### config.mk
export PLATFORM = sky130hd
export DESIGN_NAME = vga_sync_gen
export DESIGN_NICKNAME = d
export VERILOG_FILES = /design/src/rtl/vga_sync_gen.sv
export SDC_FILE = /design/constraint.sdc
export NUM_CORES = 1
export LEC_CHECK = 0
export BUFFER_PORTS_ARGS = -buffer_cell sky130_fd_sc_hd__buf_2
export CORE_MARGIN = 2
export CORE_UTILIZATION = 37
export CTS_BUF_LIST = sky130_fd_sc_hd__clkbuf_8 sky130_fd_sc_hd__clkbuf_16
export DETAILED_ROUTE_END_ITERATION = 10
export PLACE_DENSITY = 0.54
export SLEW_MARGIN = 20
export SYNTH_ARGS = -nofsm -noshare
export SYNTH_HDL_FRONTEND = slang
export SYNTH_SLANG_ARGS = --single-unit
### constraint.sdc
create_clock -name CLK_IN -period 2.69 [get_ports CLK_IN]
set_input_delay 0.269 -clock CLK_IN [delete_from_list [all_inputs] [get_ports CLK_IN]]
set_output_delay 0.269 -clock CLK_IN [all_outputs]
set_load 0.02 [all_outputs]
### src/rtl/vga_sync_gen.sv
// vga_sync_gen: pixel-tick divider, horizontal/vertical raster counters and
// registered sync/blanking/frame-start decode for a VGA timing front end.
// Optional build macro VGA_SYNC_DELAY_EN: H_SYNC, V_SYNC and VIDEO_ON get one
// extra pixel-tick register stage so they line up with a 1-tick synchronous
// image ROM addressed by PIX_X/PIX_Y. Without it they align with PIX_X/PIX_Y.
module vga_sync_gen #(
    parameter int H_VISIBLE   = 640,
    parameter int H_FRONT     = 16,
    parameter int H_SYNC_W    = 96,
    parameter int H_BACK      = 48,
    parameter int V_VISIBLE   = 480,
    parameter int V_FRONT     = 10,
    parameter int V_SYNC_W    = 2,
    parameter int V_BACK      = 33,
    parameter int CLK_DIV     = 2,
    parameter int SYNC_ACTIVE = 0
) (
    input  logic       CLK_IN,
    input  logic       RST_N,
    input  logic       EN,
    output logic       PIX_TICK,
    output logic [9:0] PIX_X,
    output logic [9:0] PIX_Y,
    output logic       VIDEO_ON,
    output logic       H_SYNC,
    output logic       V_SYNC,
    output logic       FRAME_START
);

    localparam int H_TOTAL = H_VISIBLE + H_FRONT + H_SYNC_W + H_BACK;
    localparam int V_TOTAL = V_VISIBLE + V_FRONT + V_SYNC_W + V_BACK;
    localparam int DIV_W   = (CLK_DIV > 1) ? $clog2(CLK_DIV) : 1;

    localparam logic [DIV_W-1:0] DIV_LAST = DIV_W'(CLK_DIV - 1);
    localparam logic [DIV_W-1:0] DIV_ONE  = DIV_W'(1);
    localparam logic [9:0] H_LAST     = 10'(H_TOTAL - 1);
    localparam logic [9:0] V_LAST     = 10'(V_TOTAL - 1);
    localparam logic [9:0] H_VIS_END  = 10'(H_VISIBLE);
    localparam logic [9:0] V_VIS_END  = 10'(V_VISIBLE);
    localparam logic [9:0] HS_FIRST   = 10'(H_VISIBLE + H_FRONT);
    localparam logic [9:0] HS_LAST    = 10'(H_VISIBLE + H_FRONT + H_SYNC_W - 1);
    localparam logic [9:0] VS_FIRST   = 10'(V_VISIBLE + V_FRONT);
    localparam logic [9:0] VS_LAST    = 10'(V_VISIBLE + V_FRONT + V_SYNC_W - 1);
    localparam logic       SYNC_ON    = 1'(SYNC_ACTIVE);
    localparam logic       SYNC_OFF   = ~SYNC_ON;

    logic [DIV_W-1:0] div_q, div_d;
    logic [9:0]       x_q, x_d;
    logic [9:0]       y_q, y_d;
    logic             video_on_q, video_on_d;
    logic             h_sync_q, h_sync_d;
    logic             v_sync_q, v_sync_d;
    logic             frame_start_q, frame_start_d;
    logic             pix_tick;

    // Pixel tick: last divider phase while running; the divider holds when EN=0.
    always_comb begin
        pix_tick = EN && (div_q == DIV_LAST);
        div_d    = div_q;
        if (EN) begin
            div_d = (div_q == DIV_LAST) ? '0 : div_q + DIV_ONE;
        end
    end

    // Raster counters: X advances per tick, Y advances on each X wrap.
    always_comb begin
        x_d = x_q;
        y_d = y_q;
        if (pix_tick) begin
            if (x_q == H_LAST) begin
                x_d = 10'd0;
                y_d = (y_q == V_LAST) ? 10'd0 : y_q + 10'd1;
            end else begin
                x_d = x_q + 10'd1;
            end
        end
    end

    // Decode from the next counter values so the registered flags match the
    // coordinates visible in the same cycle.
    always_comb begin
        video_on_d    = (x_d < H_VIS_END) && (y_d < V_VIS_END);
        h_sync_d      = ((x_d >= HS_FIRST) && (x_d <= HS_LAST)) ? SYNC_ON : SYNC_OFF;
        v_sync_d      = ((y_d >= VS_FIRST) && (y_d <= VS_LAST)) ? SYNC_ON : SYNC_OFF;
        frame_start_d = pix_tick && (x_d == 10'd0) && (y_d == 10'd0);
    end

    // Timing state; reset parks the raster on its last pixel so the first tick lands on (0,0).
    always_ff @(posedge CLK_IN or negedge RST_N) begin
        if (!RST_N) begin
            div_q         <= '0;
            x_q           <= H_LAST;
            y_q           <= V_LAST;
            video_on_q    <= 1'b0;
            h_sync_q      <= SYNC_OFF;
            v_sync_q      <= SYNC_OFF;
            frame_start_q <= 1'b0;
        end else begin
            div_q         <= div_d;
            x_q           <= x_d;
            y_q           <= y_d;
            video_on_q    <= video_on_d;
            h_sync_q      <= h_sync_d;
            v_sync_q      <= v_sync_d;
            frame_start_q <= frame_start_d;
        end
    end

    assign PIX_TICK    = pix_tick;
    assign PIX_X       = x_q;
    assign PIX_Y       = y_q;
    assign FRAME_START = frame_start_q;

`ifdef VGA_SYNC_DELAY_EN
    logic video_on_dly_q, video_on_dly_d;
    logic h_sync_dly_q, h_sync_dly_d;
    logic v_sync_dly_q, v_sync_dly_d;

    // One-tick lag stage: captures the flags of the pixel being left on each tick.
    always_comb begin
        video_on_dly_d = video_on_dly_q;
        h_sync_dly_d   = h_sync_dly_q;
        v_sync_dly_d   = v_sync_dly_q;
        if (pix_tick) begin
            video_on_dly_d = video_on_q;
            h_sync_dly_d   = h_sync_q;
            v_sync_dly_d   = v_sync_q;
        end
    end

    // Lag-stage registers, reset to blanked video and inactive sync.
    always_ff @(posedge CLK_IN or negedge RST_N) begin
        if (!RST_N) begin
            video_on_dly_q <= 1'b0;
            h_sync_dly_q   <= SYNC_OFF;
            v_sync_dly_q   <= SYNC_OFF;
        end else begin
            video_on_dly_q <= video_on_dly_d;
            h_sync_dly_q   <= h_sync_dly_d;
            v_sync_dly_q   <= v_sync_dly_d;
        end
    end

    assign VIDEO_ON = video_on_dly_q;
    assign H_SYNC   = h_sync_dly_q;
    assign V_SYNC   = v_sync_dly_q;
`else
    assign VIDEO_ON = video_on_q;
    assign H_SYNC   = h_sync_q;
    assign V_SYNC   = v_sync_q;
`endif

endmodule

Yosys cells after proc, flatten, opt, wreduce, memory -nomap -nowiden
Cells that the tools add are included.
Word-level totals
  register bits: 25
  latch bits: 0
  bits in writable memories: 0
  bits in read-only memories: 0
  input bits: 3
  output and inout bits: 25
  word-level logic and storage cells: 34
  memories kept: 0
Operators by class
  add/sub/neg operators: 3
  $mul: 0
  div/mod/pow operators: 0
  order comparisons: 6
  equality and inequality tests: 2
  shift-type cells: 0
  muxes and demuxes: 8
  bitwise logic cells: 0
  reduce and logical (&&, ||, !) cells: 8
Operator list (number)
  $mux W10: 5
  $add A10 B1 Y10 const B: 2
  $eq A10 B10 Y1 const B: 2
  $logic_not A10 Y1: 2
  $ge A10 B10 Y1 const B: 1
  $ge A10 B9 Y1 const B: 1
  $le A10 B10 Y1 const B: 1
  $le A10 B9 Y1 const B: 1
  $lt A10 B10 Y1 const B: 1
  $lt A10 B9 Y1 const B: 1
  $logic_and A1 B1 Y1: 6
  $mux W1: 3
  $add A1 B1 Y1 const B: 1

Longest topological paths before layout
  depth in word-level cells: 7
  mapped depth: 8
  mapped depth without buffers: 8

Worst setup path before layout
OpenSTA, ideal clock, no wires.
  kind: register -> register
  start point: register x_q[1] (netlist: PIX_X[1])
  end point: register frame_start_q (netlist: FRAME_START)
  library setup time: 95 ps
  data arrival time: 2389 ps
  data required time: 2595 ps
  setup slack: 206 ps
  cell stages (with the launch flop): 8
  buffers on the path: 0
  period minus slack after synthesis: 2484 ps
  cell sequence: dfstp_2 -> ha_1 -> and4_1 -> nand4_1 -> nor4_1 -> xor2_1 -> a2111o_1 -> nor4b_2
Between the ends
  elaborated cells on any way between the ends: 10
  classes of those cells: add/sub: 1; eq/ne: 1; mux: 4; reduce/logical: 4
RTL lines
  from (decl): line 48  | logic [9:0] x_q, x_d;
  from (signal assigned): line 92  | x_q <= H_LAST;
  from (signal assigned): line 100  | x_q <= x_d;
  $eq A10 B10 Y1: line 70  | if (x_q == H_LAST) begin
  $mux W10: line 70
  $mux W10: line 69  | if (pix_tick) begin
  via y_d[7]: line 49  | logic [9:0] y_q, y_d;
  $logic_not A10 Y1: line 85  | frame_start_d = pix_tick && (x_d == 10'd0) && (y_d == 10'd0);
  $logic_and A1 B1 Y1: line 85
  via frame_start_d: line 53  | logic frame_start_q, frame_start_d;
  to (signal assigned): line 105  | frame_start_q <= frame_start_d;
  to (decl): line 53
The timed path passes the listed nets, and every way through them passes these cells.
A chain may end at the register's enable or synchronous reset.

Final worst setup path
Ends and elaborated chain as after synthesis.

==> summary.txt <==
Initial DRC Count: 52
Synth cell types: 42
Slew headroom: 61.8%
via count: 1,208
Final Max Slew Viols: 0
fin worst setup slack: 0.130 ns
setup TNS: 0 ns
Leak: 0.759 nW
Hold Vio Cnt, Final: 0
clock sink count: 25
hpwl dp: 2410 µm
clk_skew: 0.00644 ns
Place WS: 0.128 ns
flip-flop and latch area: 641 µm²
Die Span Y: 65.7 µm
starting density of the core: 38.5%
Syn Nets: 152
internal power: 0.632 mW
first-pass GRT wire length: 5480 µm
fmax: 391 MHz
worst skew pair latency: 0.27 ns
vias in the first global route: 1,144
Worst Setup SP: PIX_X[1]
status: finished clean
max-capacitance violation count: 0
Yosys top cell area share: 23.1%
PD cells: 579 nW/µm²
crit end category: flop
total power: 0.968 mW
synthesized area: 1410 µm²
Clock Tree Buf Depth: 2
startpoint types: flop
period utilization: 95.2%
min cycle time layout: 2.56 ns
sequential area share after synthesis: 45.4%
Post-synth EDFFs: 0
critical path class: flop to flop
Synth Register Bits: 25
post-synthesis cell count: 146
htree depth: 1
Worst-path clk slew: 0.09 ns
Fin Hold WS: 0.200 ns
Buffers on Ports: 27
switching share of power: 34.7%
largest area contributor in the netlist: dfrtp_1
Hold Path Class: input port to flop
gr usage total: 16.9%
IR drop worst, VDD: 251 µV
Max FO, Critical Path: 6
TritonRoute pass-1 iters: 4
row cnt: 22
global placement routability congestion: 0.840
layout cell share with drive strength beyond 1: 30.7%
DP Area: 1600 µm²
initial antenna violation count: 0
combinational share of power: 24.2%
total global routing overflow: 0
Multi-input gate area: 711 µm²
RSZ-0062 raised after global routing: yes
asr flop ratio synth: 100%
n_diodes: 0
reg-to-reg startpoint: PIX_X[1]
Worst Tran Pin Value: 0.571 ns
core region area: 3660 µm²
top post-synthesis cells by area: dfrtp_1, dfstp_2, xnor2_1, nand2_1, nand3_1
pin count of the biggest net entering global routing: 26
Worst EP required: 2.86 ns
Post-Route WL: 3310 µm
Layout Nets: 183
Clk pwr share: 22.9%
die area: 4320 µm²
NetSw: 0.336 mW
P&R area growth vs syn: 18.6%
Post-Layout Inst Area: 1670 µm²
Die W: 65.7 µm
I/O pin count: 28
Seq pwr share: 52.9%
worst path arrival time: 2.73 ns
Ys Warns: 0
DRT antenna net count: 0
Root Buffer: clkbuf_8
drt drc: 0
cts bufs inserted: 3
Vias/cell: 5.39
# fillers: 353
Syn Area/Cell: 9.66 µm²
hold_sp: EN
DR WL/cell: 14.8 µm
CTS tree: built
Finish-stage setup viols: 0
Most used DFF post-synth: dfrtp_1
[stage by stage]
step	std cells	util [%]
after floorplan	146	-
after global placement	218	43.6
after detailed placement	218	43.6
after CTS	223	45.1
after global routing	224	45.7
final	224	45.7
[power by group through the flow]
| stage | sequential (mW) | combinational (mW) | clock (mW) |
|---|---|---|---|
| global placement | 0.517 | 0.235 | 0 |
| finish | 0.513 | 0.234 | 0.221 |
| floorplan | 0.529 | 0.146 | 0 |
| global route | 0.522 | 0.259 | 0.248 |
| detailed placement | 0.519 | 0.235 | 0 |
| CTS | 0.511 | 0.237 | 0.234 |
[repair_timing]
action                                 in CTS  in global routing
resized for setup                           0                  2
setup endpoints to repair                   0                  3
setup buffers                               0                  1
endpoints found under the hold margin      13                  0
hold buffers                                1                  0
[routing by layer]
layer  up-vias  track usage, %  share of wire (%)
li1        587               -                  -
met1       587            23.7                 50
met2        27            25.5                 44
met3         7            2.05                3.9
met4         0            8.85                2.2
met5         -               0                  0
[cell usage after synthesis, types with 2 or more instances]
cell	n
a211oi_1	2
xnor2_1	8
or3_1	2
dfrtp_1	13
nand3_1	9
and4_1	2
nand2_1	16
o21ai_0	5
dfstp_2	12
nor3_1	7
xor2_1	4
nor2_1	4
buf_2	3
clkbuf_1	2
nand3b_1	2
nor4b_1	2
a21oi_1	4
nand4_1	6
o21a_1	3
o311ai_0	2
inv_1	12
nor4_1	4
ha_1	3
[area by class of cell]
class                   instances  area share, %
repair buffers                 31           10.0
flip-flops and latches         25           38.3
clock inverters                 1          0.224
well taps                      48           3.59
inverters                      13           2.92
clock buffers                   3           2.47
multi-input cells             103           42.5
[worst max-delay path, stage by stage (launching register included)]
cell	delay [ns]
dfstp_2	0.58
ha_1	0.17
and4_1	0.29
nand4_1	0.27
nor4_2	0.40
xor2_1	0.13
a2111o_1	0.33
nor4b_2	0.28
[registers in the layout, summed over array words and instances, names as in the netlist]
register	flops
H_SYNC	1
PIX_Y	10
div_q	1
V_SYNC	1
FRAME_START	1
PIX_X	10
VIDEO_ON	1
[path summary, 6_finish.rpt]
path / cells after the start / to / slack, ns
setup reg to reg: 7 / FRAME_START / 0.13
setup / recovery: 7 / FRAME_START / 0.13
max in group asynchronous: 2 / V_SYNC / 1.80
min in group asynchronous: 2 / div_q / 0.51
hold / removal: 2 / div_q / 0.20
hold reg to reg: 1 / div_q / 0.50
[cells by family (layout without fill, tap and decap cells)]
kind of cell               count (synthesis)  in the layout  share of synthesized area [%]
DFF                                       25             25                           45.4
and+or+nand+nor                           63             63                           26.4
AOI/OAI and AO/OA                         24             24                           12.3
muxes                                      1              1                          0.710
buffers and inverters                     18             48                           5.06
adders and majority gates                  3              3                           2.66
xor gates and xnor gates                  12             12                           7.45
[placed cells by master, fill, tap and decap left out, types with 2 or more instances in the layout]
| cell type | Yosys | layout |
|---|---|---|
| or3_1 | 2 | 2 |
| a211oi_1 | 2 | 2 |
| buf_2 | 3 | 27 |
| a21oi_1 | 4 | 4 |
| nand3b_1 | 2 | 2 |
| inv_1 | 12 | 13 |
| o21a_1 | 3 | 3 |
| o311ai_0 | 2 | 2 |
| dfstp_2 | 12 | 12 |
| nor4b_2 | 1 | 2 |
| nand2_1 | 16 | 16 |
| nand4_1 | 6 | 6 |
| and4_1 | 2 | 2 |
| nor2_1 | 4 | 4 |
| dfrtp_1 | 13 | 13 |
| xnor2_1 | 8 | 8 |
| buf_4 | 0 | 3 |
| clkbuf_8 | 0 | 3 |
| nor3_1 | 7 | 7 |
| ha_1 | 3 | 3 |
| xor2_1 | 4 | 4 |
| nor4_1 | 4 | 3 |
| nand3_1 | 9 | 9 |
| o21ai_0 | 5 | 5 |
(Power assumes the default switching activity.)
